`src/rtl/fetch_sequencer.sv`:
```
// fetch_sequencer: owns the PC, runs the instruction-fetch handshake and selects the next PC
// (sequential, relative branch, call/return through a return-address stack) with stall hold.
module fetch_sequencer #(
    parameter int                ADDR_W      = 8,
    parameter int                STACK_DEPTH = 4,
    parameter logic [ADDR_W-1:0] RESET_PC    = '0
) (
    input  logic                             clk,
    input  logic                             rst_n,
    output logic                             fetch_req,
    output logic [ADDR_W-1:0]                fetch_addr,
    input  logic                             fetch_ack,
    output logic                             instr_valid,
    input  logic [1:0]                       op,
    input  logic                             branch_taken,
    input  logic [ADDR_W-1:0]                jump_offset,
    input  logic                             stall,
    output logic [ADDR_W-1:0]                pc,
    output logic [$clog2(STACK_DEPTH):0]     sp,
    output logic                             fault
);
    localparam int IDX_W = $clog2(STACK_DEPTH);
    localparam int SP_W  = IDX_W + 1;
    localparam logic [1:0] OP_BRANCH = 2'b01, OP_CALL = 2'b10, OP_RET = 2'b11;

    typedef enum logic [1:0] {S_FETCH, S_STALL, S_FAULT} state_t;

    state_t            r_state;
    logic [ADDR_W-1:0] r_pc;
    logic [SP_W-1:0]   r_sp;
    logic              r_fault;
    logic [ADDR_W-1:0] r_stack [STACK_DEPTH];
    logic [1:0]        r_hold_op;
    logic              r_hold_taken;
    logic [ADDR_W-1:0] r_hold_off;

    logic [1:0]        w_op;
    logic              w_taken;
    logic [ADDR_W-1:0] w_off, w_seq, w_tgt, w_top, w_next;
    logic [SP_W-1:0]   w_sp_m1;
    logic              w_capture, w_apply, w_ovf, w_unf;

    assign fetch_req   = r_state == S_FETCH;
    assign fetch_addr  = r_pc;
    assign pc          = r_pc;
    assign sp          = r_sp;
    assign fault       = r_fault;
    assign instr_valid = fetch_req & fetch_ack;

    // Leaving STALL replays the instruction captured in the hold registers.
    always_comb begin
        w_op      = r_state == S_STALL ? r_hold_op    : op;
        w_taken   = r_state == S_STALL ? r_hold_taken : branch_taken;
        w_off     = r_state == S_STALL ? r_hold_off   : jump_offset;
        w_seq     = r_pc + 1'b1;
        w_tgt     = w_seq + w_off;
        w_sp_m1   = r_sp - 1'b1;
        w_top     = r_stack[w_sp_m1[IDX_W-1:0]];
        w_next    = w_op == OP_RET ? w_top :
                    (w_op == OP_CALL || (w_op == OP_BRANCH && w_taken)) ? w_tgt : w_seq;
        w_capture = instr_valid && stall;
        w_apply   = !stall && (instr_valid || r_state == S_STALL);
        w_ovf     = w_op == OP_CALL && r_sp == SP_W'(STACK_DEPTH);
        w_unf     = w_op == OP_RET && r_sp == '0;
    end

    always_ff @(posedge clk or negedge rst_n) begin
        if (!rst_n) begin
            r_state      <= S_FETCH;
            r_pc         <= RESET_PC;
            r_sp         <= '0;
            r_fault      <= 1'b0;
            r_hold_op    <= '0;
            r_hold_taken <= 1'b0;
            r_hold_off   <= '0;
            for (int i = 0; i < STACK_DEPTH; i++) r_stack[i] <= '0;
        end else if (w_capture) begin
            r_hold_op    <= op;
            r_hold_taken <= branch_taken;
            r_hold_off   <= jump_offset;
            r_state      <= S_STALL;
        end else if (w_apply) begin
            if (w_ovf || w_unf) begin
                r_fault <= 1'b1;
                r_state <= S_FAULT;
            end else begin
                r_pc    <= w_next;
                r_state <= S_FETCH;
                if (w_op == OP_CALL) begin
                    r_stack[r_sp[IDX_W-1:0]] <= w_seq;
                    r_sp <= r_sp + 1'b1;
                end else if (w_op == OP_RET) begin
                    r_sp <= w_sp_m1;
                end
            end
        end
    end
endmodule

```
`config.mk`:
```
export PLATFORM = sky130hd
export DESIGN_NAME = fetch_sequencer
export DESIGN_NICKNAME = d
export VERILOG_FILES = /design/src/rtl/fetch_sequencer.sv
export SDC_FILE = /design/constraint.sdc
export NUM_CORES = 1
export LEC_CHECK = 0
export ABC_AREA = 0
export CAP_MARGIN = 20
export CORE_UTILIZATION = 41
export DETAILED_ROUTE_END_ITERATION = 6
export SLEW_MARGIN = 20
export SYNTH_ARGS = -nofsm -noshare
export SYNTH_HDL_FRONTEND = slang
export SYNTH_SLANG_ARGS = --single-unit
```
`constraint.sdc`:
```
create_clock -name clk -period 3.45 [get_ports clk]
set_input_delay 0.69 -clock clk [delete_from_list [all_inputs] [get_ports clk]]
set_output_delay 0.69 -clock clk [all_outputs]
set_load 0.01 [all_outputs]
```
==> impl_results.md <==
* Initial core utilization at 0.4304
* Port Buffers at 36
* CP Data Arrival Time at 3.07 ns
* Core ar. at 0.007807 sq mm
* Cells after Synth at 308
* Syn-to-layout area delta at 20.22%
* Slew margin rel. at 0.5297
* Clk sinks at 57
* Setup Crit Path Kind: flop to flop
* Min Hold Slack at 0.2717 ns
* R2r setup slk at 0.61 ns
* Crit Path Max Fanout at 7
* YS warnings at 0
* Finish-stage setup viols at 0
* Gr usage total at 0.2014
* R2R Path End: fetch_addr[6]
* #FFs+latches synth at 57
* Layout cell share with drive strength beyond 1 at 0.2295
* Largest area contributor in the netlist: dfrtp_1
* WL/cell at 17.12 microns
* Syn Std Cell Area at 0.003361 sq mm
* RSZ-0062 raised after global routing: no
* R2r startpoint: r_state[1]
* Final period utilization at 0.8240
* Setup crit end kind: flop
* DR vias/cell at 5.446
* Die Span X at 92.54 microns
* Synth top area share at 0.4244
* Mean Syn Cell Area at 10.91 sq um
* Synthesized Nets at 337
* Drt pass-1 iters at 4
* FMAX at 351.8 MHz
* Outcome: completed
* Num CTS Buffers at 9
* Worst Tran Pin Value at 0.7025 ns
* Hold buffer count at CTS at 0
* Ys flop type: dfrtp_1
* ANT cells at 0
* Number of DRC markers in iteration 0 at 83
* Reg clk slew, reported paths at 0.08 ns
* Row count at 32
* Max-cap violations at 0
* CTS tree: done
* Post-CTS setup buffers at 0
* Die ar. at 0.008563 sq mm
* Final ANT Viol Nets at 0
* Die height at 92.54 microns
* Ys async rst share at 1.000
* Initial antenna violation count at 0
* Minimum clock period at 2.843 ns
* GPL Wtd Cong at 0.8029
* CP startpoint kind: flop
* Worst vdd ir at 0.2536 mV
* Final hold vios at 0
* Final total power at 4.190 mW
* Final wirelength at 7790 microns
* Post-synthesis sequential area ratio at 0.4244
* Number of global-route vias before repair at 2469
* PwrDens at 1037 mW/mm^2
* Clk_skew at 0.01342 ns
* Largest net degree at the start of global routing at 39
* Max Slew Vio Count at 0
* Clock Latency Late Sink at 0.34 ns
* DR DRC count at 0
* GRT overflow at 0
* H-tree depth at 3
* Worst Path Required at 3.68 ns
* Max clock buf depth at 2
* Post_cts resized at 0
* First-pass GRT wire length at 12980 microns
* HP Class: input pin to async pin
* Reg2Reg Depth at 11
* Final HPWL DP at 5673 microns
* Area contributors post-synth: dfrtp_1 (42%), mux2_2 (12%), mux4_2 (5.4%), ha_1 (4.8%), o21ai_0 (3.6%)
* Ports at 37
* Setup TNS at 0 ns
* Clock root cell: clkbuf_8
* Distinct cells, synth at 49
* Detailed-route via count at 2478
* EDFF count, synth at 0
* # nets final at 378
* Static leakage at 1.764 nW
==> sequential cells by signal, indices dropped and copies added (netlist names) <==
register and flops:
r_hold_off 8, sp 3, r_stack 32, r_hold_taken 1, r_hold_op 2, r_state 2
fault 1, fetch_addr 8
==> cell type report <==
type	instances	area (sq um)
Tap cell	102	127.6
Timing Repair Buffer	51	467.9
Multi-Input combinational cell	218	1755
Fill cell	727	3767
Clock inverter	5	80.08
Inverter	12	45.04
Sequential cell	57	1426
Clock buffer	10	137.6
==> cells in the mapped netlist (all sizes together), types with 2 or more instances <==
cell type and count:
dfrtp 57, mux2 37, o21ai 26, nand2 22
buf 18, nor2 15, ha 13, a21oi 12
inv 12, xnor2 12, nand3 9, mux4 8
and3 6, nand2b 5, mux2i 4, nor2b 4
nor3 4, o21a 4, a211oi 3, a31oi 3
clkbuf 3, o21bai 3, o31ai 3, a21o 2
a32o 2, xor2 2
==> stage by stage <==
step	instance area (sq um)	cells	util	worst slack (ns)
after detailed placement	3822	440	0.4896	0.4150
after global placement	3822	440	0.4896	0.4668
after CTS	4040	455	0.5175	0.6037
after global routing	4040	455	0.5175	0.3384
after floorplan	3361	308	-	0.7854
final	4040	455	0.5175	0.6071
==> routing by layer <==
layer  part of all wire  track usage  vias up
met1               0.49       0.2765     1229
li1                   -            -     1193
met2               0.46       0.3130       42
met3              0.030      0.03695       14
met4              0.022      0.08333        0
met5                  0            0        -
==> worst max path at each step <==
| stage | from | to | slack [ns] | depth (start not counted) |
|---|---|---|---|---|
| 6_report | r_state[1] | fetch_addr[6] | 0.61 | 11 |
| 5_1_grt | r_state[1] | fetch_addr[6] | 0.34 | 11 |
| 4_1_cts | r_state[1] | fetch_addr[6] | 0.60 | 11 |
| 3_5_place_dp | jump_offset[0] | fetch_addr[6] | 0.41 | 11 |
| 3_3_place_gp | jump_offset[0] | fetch_addr[6] | 0.47 | 11 |
| 2_1_floorplan | r_state[1] | fetch_addr[6] | 0.79 | 13 |
==> critical path, cell delays in order, from the launching register on <==
cell and delay, ns:
dfrtp_1 0.44, nand2b_1 0.34, mux2_2 0.38, ha_1 0.19, inv_1 0.07, fa_1 0.20
nor2b_1 0.07, o31a_1 0.27, o21ai_0 0.30, a211o_1 0.17, nand3_1 0.06, a32o_1 0.25
==> layout by cell type, fill, tap and decap left out, drive strengths merged, types with 2 or more instances in the layout <==
cell / n
a21o: 2
nor2: 15
a32o: 2
inv: 12
mux2: 37
o21a: 4
mux2i: 4
xnor2: 12
a31oi: 3
clkinvlp: 2
and3: 6
mux4: 8
ha: 13
nor2b: 4
bufinv: 2
o21ai: 26
o31ai: 3
nand3: 9
a21oi: 12
buf: 16
xor2: 2
nor3: 4
nand2: 22
dfrtp: 57
clkbuf: 10
nand2b: 5
a211oi: 3
clkdlybuf4s50: 35
o21bai: 3
==> power by group <==
part / switching [mW] / total [mW] / leakage [nW] / internal (mW)
sequential: 0.232 / 1.19 / 0.720 / 0.961
combinational: 1.15 / 2.30 / 0.939 / 1.15
clock: 0.278 / 0.699 / 0.104 / 0.421
total: 1.66 / 4.19 / 1.76 / 2.53
==> kinds of logic after synthesis <==
group | Yosys count | share of synthesized area
adders and majority gates | 14 | 0.05436
DFF | 57 | 0.4244
and+or+nand+nor | 72 | 0.1098
xor gates and xnor gates | 14 | 0.03649
muxes | 49 | 0.1906
buffers and inverters | 33 | 0.05324
AOI/OAI and AO/OA | 69 | 0.1311
Note: power is estimated with default switching activity, not from simulation.
